==> config.mk <==
export PLATFORM = sky130hd
export DESIGN_NAME = aca_err_recovery
export DESIGN_NICKNAME = d
export VERILOG_FILES = /design/src/rtl/aca_err_recovery.sv
export SDC_FILE = /design/constraint.sdc
export NUM_CORES = 1
export LEC_CHECK = 0
export BUFFER_PORTS_ARGS = -buffer_cell sky130_fd_sc_hd__buf_4
export CAP_MARGIN = 10
export CORE_MARGIN = 10
export CORE_UTILIZATION = 56
export DETAILED_ROUTE_END_ITERATION = 7
export PLACE_DENSITY = 0.85
export RECOVER_POWER = 25
export SLEW_MARGIN = 40
export SYNTH_ARGS = -nofsm -noshare
export SYNTH_HDL_FRONTEND = slang
export SYNTH_SLANG_ARGS = --single-unit
==> constraint.sdc <==
create_clock -name clk -period 5.2 [get_ports clk]
set_input_delay 0.26 -clock clk [delete_from_list [all_inputs] [get_ports clk]]
set_output_delay 0.26 -clock clk [all_outputs]
set_load 0.02 [all_outputs]
==> src/rtl/aca_err_recovery.sv <==
// ---------------------------------------------------------------------------
// aca_err_recovery
//
// Error detection and recovery stage placed after the 16-bit ACA-CSU
// approximate adder. Each accepted transaction is screened with the
// block-propagate windows whose carry the CSU selects speculatively.
// Unflagged transactions forward the approximate sum after one cycle.
// Flagged transactions are recomputed exactly with one BLK-wide ripple step
// per cycle. The result is then presented until the consumer takes it.
//
// Ports:
//   clk, rst_n      rising-edge clock, asynchronous active-low reset
//   in_valid/ready  upstream handshake (ready only while IDLE)
//   a, b            WIDTH-bit unsigned operands
//   approx_sum      WIDTH+1-bit approximate sum for a + b
//   out_valid/ready downstream handshake
//   sum             WIDTH+1-bit final sum (approximate or corrected)
//   err_flag        high when the presented sum went through correction
//   err_cnt         saturating count of corrected transactions
//                   (present only when ACA_ERR_CNT_EN is defined)
//
// Optional feature macro: ACA_ERR_CNT_EN
// ---------------------------------------------------------------------------
module aca_err_recovery #(
    parameter int WIDTH = 16,
    parameter int BLK   = 4
) (
    input  logic             clk,
    input  logic             rst_n,
    input  logic             in_valid,
    output logic             in_ready,
    input  logic [WIDTH-1:0] a,
    input  logic [WIDTH-1:0] b,
    input  logic [WIDTH:0]   approx_sum,
    output logic             out_valid,
    input  logic             out_ready,
    output logic [WIDTH:0]   sum,
    output logic             err_flag
`ifdef ACA_ERR_CNT_EN
   ,output logic [15:0]      err_cnt
`endif
);

    localparam int NBLK = WIDTH / BLK;
    localparam int IDXW = $clog2(NBLK);

    typedef enum logic [1:0] {
        IDLE = 2'd0,
        CORR = 2'd1,
        OUT  = 2'd2
    } state_t;

    state_t            state, state_nxt;
    logic [WIDTH-1:0]  a_p0, b_p0;
    logic [WIDTH:0]    sum_q;
    logic              err_q;
    logic [IDXW-1:0]   blk_idx;
    logic              carry;
    logic              accept;
    logic              flag;
    logic              last_blk;
    int                blk_base;
    logic [BLK:0]      blk_res;

    // Only the interior windows (blocks 1..NBLK-2) feed a speculated carry
    // in the CSU; the lowest block has no speculation and the top block's
    // propagate never selects a downstream carry.
    function automatic logic detect_err(input logic [WIDTH-1:0] x,
                                        input logic [WIDTH-1:0] y);
        logic [WIDTH-1:0] p;
        logic             f;
        p = x ^ y;
        f = 1'b0;
        for (int j = 1; j <= NBLK - 2; j++) begin
            f = f | (&p[j*BLK +: BLK]);
        end
        return f;
    endfunction

    function automatic logic [BLK:0] blk_add(input logic [BLK-1:0] x,
                                             input logic [BLK-1:0] y,
                                             input logic           ci);
        return {1'b0, x} + {1'b0, y} + {{BLK{1'b0}}, ci};
    endfunction

    assign accept   = in_valid && (state == IDLE);
    assign flag     = detect_err(a, b);
    assign last_blk = (blk_idx == IDXW'(NBLK - 1));
    assign blk_base = int'(blk_idx) * BLK;
    assign blk_res  = blk_add(a_p0[blk_base +: BLK], b_p0[blk_base +: BLK], carry);

    always_ff @(posedge clk or negedge rst_n) begin
        if (!rst_n) begin
            state <= IDLE;
        end else begin
            state <= state_nxt;
        end
    end

    always_comb begin
        state_nxt = state;
        in_ready  = 1'b0;
        out_valid = 1'b0;
        case (state)
            IDLE: begin
                in_ready = 1'b1;
                if (in_valid) begin
                    state_nxt = flag ? CORR : OUT;
                end
            end
            CORR: begin
                if (last_blk) begin
                    state_nxt = OUT;
                end
            end
            OUT: begin
                out_valid = 1'b1;
                if (out_ready) begin
                    state_nxt = IDLE;
                end
            end
            default: state_nxt = IDLE;
        endcase
    end

    // Stage p0: capture operands at accept, then ripple one block per cycle
    always_ff @(posedge clk or negedge rst_n) begin
        if (!rst_n) begin
            a_p0    <= '0;
            b_p0    <= '0;
            sum_q   <= '0;
            err_q   <= 1'b0;
            blk_idx <= '0;
            carry   <= 1'b0;
        end else if (accept) begin
            a_p0    <= a;
            b_p0    <= b;
            sum_q   <= approx_sum;
            err_q   <= 1'b0;
            blk_idx <= '0;
            carry   <= 1'b0;
        end else if (state == CORR) begin
            sum_q[blk_base +: BLK] <= blk_res[BLK-1:0];
            carry                  <= blk_res[BLK];
            blk_idx                <= blk_idx + 1'b1;
            if (last_blk) begin
                sum_q[WIDTH] <= blk_res[BLK];
                err_q        <= 1'b1;
            end
        end
    end

    assign sum      = sum_q;
    assign err_flag = err_q;

`ifdef ACA_ERR_CNT_EN
    logic [15:0] err_cnt_q;

    always_ff @(posedge clk or negedge rst_n) begin
        if (!rst_n) begin
            err_cnt_q <= '0;
        end else if ((state == OUT) && out_ready && err_q && (err_cnt_q != 16'hFFFF)) begin
            err_cnt_q <= err_cnt_q + 16'd1;
        end
    end

    assign err_cnt = err_cnt_q;
`endif

endmodule
==> impl_metrics.csv, run 1 <==
group,metric,value,unit
layout,layout_common_cells,"97 x nand2_1, 72 x buf_4, 55 x dfrtp_1, 14 x inv_1",
layout,final_common_cell,"nand2_1",
clock_tree,ctsHoldBuffers,0,
sta,fin_worst_skew,0.00727,ns
setup_path,crit_buf_inv,0,
grt,grt_start_max_net_pins,56,
synth,yosys_most_used_dff,"dfrtp_1",
routing,num_vias,2281,
routing,post-route-drc-count,0,
floorplanning,start_util,58.0,%
sta,rsz0062_at_grt,"no",
placed_design,routabilityCongestion,0.926,
synth,yosysWarningCount,0,
sta,setup_viol,0,
clock_tree,cts.clk_slew.worst_paths,0.09,ns
placed_design,io_buffers,72,
synth,synth_area,2760,µm²
layout,nets,405,
floorplanning,coreArea,4750,µm²
placed_design,hpwl,5210,µm
routing,routed_via_density,5.55,
synth,synth.ff_latch_count,55,
sta,slew_viol_final,56,
sta,max_freq,331,MHz
sta,finalSetupTns,0,ns
synth,synth_top_area_cell,"dfrtp_1",
routing,drtIter0Drc,150,
layout,syn_to_final_growth,22.8,%
grt,antenna_found_initial,0,
clock_tree,cts_setup_buffers,0,
grt,overflow,0,
grt,grt_pass1_vias,2308,
setup_path,path_class,"reg -> reg",
clock_tree,cts_tree,"done",
floorplanning,die-area,8130,µm²
sta,fin_crit_sh,58.0,%
synth,syn-instance-count,278,
job,maxCapViolCount,1,
setup_path,cp_common_cell,"fa_1",
synth,async_flop_share,100,%
sta,hold_viol,0,
setup_path,cpMaxStageDelayCell,"dfrtp_1",
clock_tree,clock-sinks,55,
setup_path,crit_path_end_kind,"flop",
floorplanning,rows,25,
setup_path,timing.rr.start,"blk_idx[0]",
setup_path,worst_path_largest_cell_delay,0.82,ns
layout,n_antenna_cell,0,
worst_hold_path,worstHoldStart,"b[14]",
routing,drt-pass1-iter-count,5,
pwr,power,2050,µW
synth,syn_avg_cell_area,9.92,µm²
worst_hold_path,min_path_cells,3,
clock_tree,clock_latency,0.31,ns
sta,slew_headroom,-89.5,%
clock_tree,htree_num_levels,2,
setup_path,startpoint_type,"flop",
synth,yosysUniqueCellTypes,41,
grt,grt_usage,16.6,%
synth,synth_edf_count,0,
sta,max_slew.worst_pin.slew,2.84,ns
synth,ys_seq_area_share,49.9,%
routing,routedWlPerCell,16.6,µm
floorplanning,die_h,90.2,µm
worst_hold_path,min_to,"b_p0[14]",
worst_hold_path,hp-class,"in -> reg",
clock_tree,clockBufferDepth,2,
routing,wl,6820,µm
synth,yosys-top-cells-area,"dfrtp_1 50%, nand2_1 13%, mux4_2 6.5%, ha_1 3.2%, xor2_1 2.9%",
floorplanning,io_pins,73,
setup_path,r2r_cells,7,
synth,syn_nets,340,
clock_tree,cts_buffers,5,
pwr,leakagePower,0.00171,µW
setup_path,cp_data_arrival_time,3.20,ns
status,violations,"max-capacitance violations, max-slew violations",
clock_tree,clk_root_buffer_cell,"clkbuf_8",
setup_path,crit_chain,"mux4_2 -> fa_1 -> fa_1 -> a21o_1 -> a21oi_1 -> o21a_1 -> o32ai_1",
setup_path,crit_required,5.38,ns
grt,grt_pass1_wl,11300,µm
setup_path,worstPathMaxFanout,17,
pwr,ir_drop,0.000285,V
status,status,"finished, violations left",
synth,synth.top_cell.area_share,49.9,%
setup_path,rrSetupSlack,2.18,ns
setup_path,rr_endpoint,"sum[16]",
pwr,pwr_density_cell,604,nW/µm²
sta,min_period,3.02,ns
setup_path,cp_top_family,"adder cells",
routing,ant_nets,0,
clock_tree,cts_resized,0,
layout,drive_above_1_share,26.7,%
floorplanning,fp.dieW,90.2,µm
[how the worst max path moves through the flow]
stage | to | from | cells after the start | slack (ns)
floorplan | sum[16] | blk_idx[0] | 8 | 2.69
global placement | sum[16] | blk_idx[0] | 7 | 2.21
detailed placement | sum[16] | blk_idx[0] | 7 | 2.22
CTS | sum[16] | blk_idx[0] | 7 | 2.19
global route | sum[16] | blk_idx[0] | 7 | 2.01
finish | sum[16] | blk_idx[0] | 7 | 2.18
[through the flow]
step / area [µm²] / hold slack [ns] / util, % / setup slack (ns) / cells
after global routing: 3390 / 0.131 / 71.3 / 2.01 / 411
after global placement: 3310 / 0.339 / 69.6 / 2.21 / 403
after floorplan: 2760 / -0.0356 / - / 2.69 / 278
after detailed placement: 3310 / 0.337 / 69.6 / 2.22 / 403
final: 3390 / 0.131 / 71.3 / 2.18 / 411
after CTS: 3390 / 0.00494 / 71.3 / 2.19 / 411
[where the power goes]
group,switching (µW),leakage (µW),total (µW),internal (µW)
sequential,152,0.000685,778,626
clock,132,0.0000422,227,94.9
combinational,587,0.000987,1040,455
[tightest hold or removal path: stages]
cell and delay [ns]:
buf_4 0.08, nand2_1 0.04, nand2_1 0.04
[registers in the layout (all words and copies together), names as in the netlist]
name      flops
a_p0         16
err_flag      1
sum          17
state         2
blk_idx       2
b_p0         16
carry         1
[synth_stat cells (all sizes together) (3+ instances only)]
cell type,count
nor2,4
inv,14
clkbuf,3
mux4,8
o21ai,12
dfrtp,55
xor2,9
a21o,3
a22oi,10
buf,12
a222oi,6
nand4,3
nand3,3
ha,7
nand2,98
a21oi,7
[metal layers]
| layer | global-route usage (%) | share of wire [%] |
|---|---|---|
| met5 | 0 | 0 |
| met4 | 5.17 | 1.5 |
| met3 | 4.82 | 6.1 |
| met2 | 27.2 | 48 |
| met1 | 20.7 | 44 |
[final cells by class]
class | count | area [µm²]
Multi-Input combinational cell | 194 | 1250
Timing Repair Buffer | 73 | 544
Clock inverter | 1 | 5.00
Sequential cell | 55 | 1380
Fill cell | 371 | 1370
Clock buffer | 7 | 76.3
Tap cell | 67 | 83.8
Inverter | 14 | 52.6
[cell families (layout without fill, tap and decap cells)]
logic type                 count (synthesis)  in the layout  synth area share, %
adders and majority gates                  9              9                 4.63
AOI/OAI and AO/OA                         45             45                 11.4
DFF                                       55             55                 49.9
muxes                                      9              9                 6.89
buffers and inverters                     29             95                 4.90
xor gates and xnor gates                  10             10                 3.17
and+or+nand+nor                          121            121                 19.1
(Power assumes the default switching activity.)
==> inputs of run 2 (changes only) <==
ABC_AREA = 1   (was not set)
CORE_UTILIZATION = 48   (was 56)
PLACE_DENSITY = 0.77   (was 0.85)
clock period = 2.6 ns   (was 5.2 ns; I/O delays follow)
==> run 2 against run 1 <==
The flow now finishes without violations. Via count grew 20%. Setup slack lost 2.0 ns. Hold slack lost 0.13 ns. Sequential share of layout area shrank 2.9 points. Synthesized cell count grew 39%. Cell count grew 31%. Clock power grew 110%. Register-to-register slack lost 2.0 ns. Clock skew shrank 0.0029 ns. Sequential power grew 95%. Sequential cell count is the same. Maximum frequency grew 23%. Critical path type unchanged. Largest power group unchanged.
==> impl_metrics.csv, run 2 <==
group,metric,value,unit
clock_tree,cts_buffers,5,
clock_tree,cts_tree,"done",
floorplanning,fp.dieW,98.0,µm
clock_tree,clk_root_buffer_cell,"clkbuf_8",
routing,routedWlPerCell,14.1,µm
pwr,ir_drop,0.000598,V
worst_hold_path,hp-class,"in -> reg",
placed_design,io_buffers,72,
pwr,pwr_density_cell,1200,nW/µm²
routing,ant_nets,0,
routing,num_vias,2730,
layout,stdcell_area,3650,µm²
sta,setup_viol,0,
sta,slew_viol_final,0,
placed_design,hpwl,5890,µm
sta,rsz0062_at_grt,"no",
setup_path,path_class,"reg -> reg",
synth,yosys-top-cells-area,"dfrtp_1 47%, nand2_1 19%, inv_1 4.5%, nor2_1 3.7%, o21ai_0 3.4%",
sta,fin_crit_sh,94.1,%
synth,yosysWarningCount,0,
pwr,leakagePower,0.00194,µW
clock_tree,clockBufferDepth,2,
setup_path,worstPathMaxFanout,12,
placed_design,placed_area,3520,µm²
routing,routed_via_density,5.06,
grt,grt_start_max_net_pins,56,
floorplanning,die_h,98.0,µm
synth,synth_top_area_cell,"dfrtp_1",
sta,slew_headroom,10.3,%
synth,syn_avg_cell_area,7.55,µm²
sta,finalWorstSetupSlack,0.154,ns
status,status,"completed",
setup_path,crit_required,2.84,ns
clock_tree,clock_latency,0.31,ns
grt,grt_pass1_wl,12600,µm
synth,yosysMostFrequentCell,"nand2_1",
layout,nets,525,
sta,finalSetupTns,0,ns
layout,n_antenna_cell,0,
synth,async_flop_share,100,%
routing,post-route-drc-count,0,
sta,hold_ws,0.00578,ns
floorplanning,rows,28,
synth,synth_edf_count,0,
sta,max_freq,409,MHz
synth,synth.ff_latch_count,55,
sta,fin_worst_skew,0.00437,ns
sta,max_slew.worst_pin.slew,1.35,ns
synth,ys_seq_area_share,47.1,%
layout,drive_above_1_share,22.6,%
grt,grt_pass1_vias,2710,
floorplanning,die-area,9610,µm²
sta,min_period,2.45,ns
setup_path,crit_chain,"buf_4 -> o21ai_0 -> o22ai_1 -> fa_1 -> fa_1 -> xnor2_1 -> nor2_1 -> inv_1 -> o21bai_1",
placed_design,routabilityCongestion,0.925,
grt,grt_usage,15.3,%
setup_path,cp_common_cell,"fa_1",
floorplanning,coreArea,5920,µm²
clock_tree,cts.clk_slew.worst_paths,0.10,ns
synth,synth.top_cell.area_share,47.1,%
layout,final_common_cell,"nand2_1",
setup_path,cp_data_arrival_time,2.69,ns
clock_tree,htree_num_levels,2,
routing,wl,7610,µm
clock_tree,clock-sinks,55,
floorplanning,io_pins,73,
layout,largest_reg_flops,17,
synth,synthTopCellsByCount,"145 x nand2_1, 55 x dfrtp_1, 35 x inv_1",
synth,yosysUniqueCellTypes,26,
job,maxCapViolCount,0,
synth,synth_area,2920,µm²
grt,overflow,0,
setup_path,cpMaxStageDelayCell,"dfrtp_2",
layout,layout_common_cells,"145 x nand2_1, 81 x buf_4, 53 x dfrtp_1, 35 x inv_1, 28 x nor2_1",
routing,drt-pass1-iter-count,5,
synth,syn-instance-count,387,
floorplanning,start_util,49.4,%
synth,yosys_most_used_dff,"dfrtp_1",
routing,drtIter0Drc,143,
setup_path,startpoint_type,"flop",
placed_design,pre_cts_ws,0.0900,ns
setup_path,crit_path_end_kind,"flop",
grt,antenna_found_initial,0,
sta,hold_viol,0,
synth,syn_nets,449,
setup_path,worst_path_largest_cell_delay,0.46,ns
layout,syn_to_final_growth,25.0,%
[run 2: changes by cell type in the layout (fill, tap and decap cells not counted), moves of 9 or more]
cell,change
nand2_1,+48
nor2_1,+24
inv_1,+21
o21ai_1,+19
nand3_1,+14
a22oi_1,-10
buf_4,+9
o21ai_0,+9
xor2_1,-9
[run 2: path summary, 6_finish.rpt]
path,depth (start not counted),from,endpoint,slack (ns)
setup / recovery,9,blk_idx[0],sum[10],0.15
hold / removal,3,b[12],b_p0[12],0.006
setup reg to reg,9,blk_idx[0],sum[10],0.15
hold reg to reg,2,b_p0[7],b_p0[7],0.49
max in group asynchronous,2,rst_n,blk_idx[0],1.05
min in group asynchronous,2,rst_n,sum[11],0.66
[run 2: metrics by stage]
step | utilization [%] | instances | power [µW]
floorplan | - | 387 | 3120
global placement | 59.5 | 526 | 3820
detailed placement | 59.5 | 526 | 3880
CTS | 61.1 | 535 | 4350
global route | 61.7 | 539 | 4780
finish | 61.7 | 539 | 4380
[run 2: routing by layer]
| layer | vias up | GRT usage [%] | routed length, µm |
|---|---|---|---|
| met4 | 0 | 4.92 | 129 |
| li1 | 1380 | - | - |
| met5 | - | 0 | 0 |
| met2 | 85 | 25.7 | 3730 |
| met3 | 12 | 4.02 | 444 |
| met1 | 1253 | 18.6 | 3300 |
[run 2: final cells by class]
class	count	area, µm²
Timing Repair Buffer	83	623
Tap cell	75	93.8
Clock buffer	5	68.8
Multi-Input combinational cell	275	1310
Fill cell	560	2270
Inverter	43	165
Clock inverter	3	15.0
Sequential cell	55	1380
[run 2: report_power, final]
part | leakage [µW] | internal (µW) | switching [µW]
sequential | 0.000683 | 1250 | 271
combinational | 0.00121 | 924 | 1460
clock | 0.0000477 | 185 | 284
[run 2: cells by family (layout without fill, tap and decap cells)]
| family | Yosys count | count (layout) | share of synthesized area, % |
|---|---|---|---|
| xor+xnor | 1 | 1 | 0.300 |
| fa+ha+maj | 9 | 9 | 4.37 |
| flops | 55 | 55 | 47.1 |
| simple gates | 202 | 202 | 27.7 |
| buf+inv | 57 | 134 | 8.22 |
| compound gates | 63 | 63 | 12.3 |
[run 2: what timing repair did]
action,in CTS,in global routing
hold endpoints to repair,55,0
setup buffers,0,4
resized for setup,0,5
endpoints found under the setup margin,0,9
hold buffers,1,0
[run 2: critical path, delay by kind of cell (launching register included)]
kind,cells,cell delay (ns)
buf+inv,2,0.26
compound gates,3,0.45
xor+xnor,1,0.16
flops,1,0.46
fa+ha+maj,2,0.83
simple gates,1,0.20
==> inputs of run 3 (changes only) <==
CORE_UTILIZATION = 53   (was 48)
PLACE_DENSITY = 0.81   (was 0.77)
clock period = 2.4 ns   (was 2.6 ns; I/O delays follow)
==> run 3 against run 2 <==
Routed wire length down 1.4%. Critical path depth is the same. Hold slack got worse by 0.0051 ns. Sequential share of layout area shrank 0.52 points. Via count grew 0.84%. Clock skew rose by 0.012 ns. Register-to-register slack lost 0.07 ns. Non-clock buffer count grew 1. Largest power group unchanged.
==> impl_metrics.csv, run 3 (synthesized netlist as in run 2, its figures left out) <==
group,metric,value,unit
status,status,"completed",
layout,drive_above_1_share,23.4,%
setup_path,worst_path_largest_cell_delay,0.53,ns
clock_tree,cts.clk_slew.worst_paths,0.11,ns
setup_path,cp_common_cell,"fa_2",
routing,routedWlPerCell,14.0,µm
floorplanning,rows,26,
grt,grt_pass1_vias,2812,
routing,drtIter0Drc,179,
setup_path,path_class,"reg -> reg",
placed_design,dp.cells,523,
floorplanning,die-area,8880,µm²
pwr,ir_drop,0.000565,V
grt,overflow,0,
job,maxCapViolCount,0,
placed_design,routabilityCongestion,0.900,
worst_hold_path,worstHoldStart,"b[13]",
sta,slew_viol_final,0,
grt,grt_pass1_wl,12700,µm
grt,grt_usage,17.2,%
layout,fill_cells,450,
grt,antenna_found_initial,0,
setup_path,cpMaxStageDelayCell,"fa_2",
layout,layout_common_cells,"144 x nand2_1, 80 x buf_4, 53 x dfrtp_1, 35 x inv_1, 27 x nor2_1",
worst_hold_path,min_path_cells,3,
layout,layout.cells.non_filler,535,
setup_path,cp_top_family,"adder cells",
clock_tree,clk_root_buffer_cell,"clkbuf_8",
setup_path,cp_data_arrival_time,2.55,ns
routing,post-route-drc-count,0,
sta,slew_headroom,13.5,%
setup_path,rrSetupSlack,0.08,ns
clock_tree,clock_latency,0.31,ns
sta,max_slew.worst_pin.slew,1.30,ns
setup_path,crit_required,2.64,ns
layout,fin_util,70.7,%
layout,nets,526,
pwr,pwr_density_cell,1340,nW/µm²
routing,drt-pass1-iter-count,4,
setup_path,crit_path_end_kind,"flop",
layout,n_antenna_cell,0,
routing,routed_via_density,5.15,
setup_path,rr_endpoint,"sum[5]",
routing,ant_nets,0,
worst_hold_path,min_to,"b_p0[13]",
placed_design,pre_cts_ws,-0.0908,ns
sta,max_freq,432,MHz
placed_design,hpwl,5950,µm
routing,wl,7500,µm
clock_tree,htree_num_levels,2,
layout,final_common_cell,"nand2_1",
layout,regArea,1380,µm²
setup_path,timing.rr.start,"blk_idx[0]",
clock_tree,clock-sinks,55,
clock_tree,cts_tree,"done",
worst_hold_path,hp-class,"in -> reg",
sta,setup_viol,0,
sta,hold_viol,0,
setup_path,worstPathMaxFanout,7,
grt,grt_start_max_net_pins,56,
floorplanning,io_pins,73,
floorplanning,fp.dieW,94.3,µm
setup_path,startpoint_type,"flop",
routing,num_vias,2753,
clock_tree,clockBufferDepth,2,
sta,fin_crit_sh,96.5,%
setup_path,r2r_cells,9,
sta,finalWorstSetupSlack,0.0845,ns
setup_path,crit_buf_inv,2,
layout,largest_reg_flops,17,
floorplanning,start_util,55.8,%
placed_design,io_buffers,72,
clock_tree,cts_buffers,5,
layout,multiInputGateArea,1330,µm²
setup_path,crit_chain,"buf_4 -> nor2_1 -> o22ai_1 -> fa_2 -> fa_2 -> inv_1 -> nor2_2 -> nand2_2 -> o211ai_1",
layout,syn_to_final_growth,26.8,%
floorplanning,coreArea,5240,µm²
floorplanning,die_h,94.3,µm
sta,fin_worst_skew,0.0168,ns
pwr,leakagePower,0.00196,µW
sta,min_period,2.32,ns
## run 3: cell types whose count changed in the layout (fill, tap and decap cells not counted), sizes merged
cell	previous run	this run
clkinvlp	1	0
bufinv	0	1
inv	40	41
dlygate4sd3	1	3
clkinv	5	4
buf	81	80
## run 3: layer usage
| layer | part of all wire [%] | vias to the layer above | global-route usage [%] |
|---|---|---|---|
| met5 | 0 | - | 0 |
| met2 | 50 | 98 | 30.1 |
| met3 | 6.5 | 15 | 3.76 |
| met1 | 41 | 1257 | 20.0 |
| met4 | 2.2 | 0 | 6.33 |
| li1 | - | 1383 | - |
## run 3: how the worst max path moves through the flow
stage / startpoint / depth (start not counted) / slack, ns / endpoint
3_3_place_gp: blk_idx[0] / 9 / 0.05 / sum[10]
6_report: blk_idx[0] / 9 / 0.08 / sum[5]
2_1_floorplan: blk_idx[0] / 11 / 0.05 / sum[13]
5_1_grt: blk_idx[0] / 9 / -0.007 / sum[13]
3_5_place_dp: blk_idx[0] / 9 / -0.09 / sum[10]
4_1_cts: blk_idx[0] / 9 / 0.01 / sum[5]
## run 3: repair_timing
action | in CTS | in global routing
endpoints found under the hold margin | 56 | 1
hold buffers | 2 | 1
gates resized for setup | 2 | 9
buffers inserted | 0 | 1
endpoints found under the setup margin | 5 | 9
## run 3: final cells by class
class / count / area share, %
flip-flops and latches: 55 / 37.2
multi-input cells: 275 / 35.8
repair buffers: 84 / 17.2
inverters: 43 / 4.42
well taps: 70 / 2.36
clock buffers: 5 / 1.86
clock inverters: 3 / 1.18
## run 3: where the power goes
part           total (µW)  switching, µW  leakage [µW]  internal [µW]
registers            1650            293      0.000683           1360
clock network         613            302     0.0000581            311
logic                2720           1660       0.00122           1060
## run 3: stage by stage
stage | hold WS [ns] | setup TNS, ns | power, µW | area, µm²
global route | 0.000919 | -0.0135 | 5420 | 3700
global placement | 0.205 | 0 | 4160 | 3530
CTS | 0.00116 | 0 | 4870 | 3670
finish | 0.000715 | 0 | 4980 | 3700
detailed placement | 0.201 | -0.344 | 4240 | 3530
floorplan | -0.176 | 0 | 3380 | 2920
## run 3: worst min-delay path, delay by kind of cell
kind	cells	cell delay, ns
buffers and inverters	1	0.08
and+or+nand+nor	2	0.08
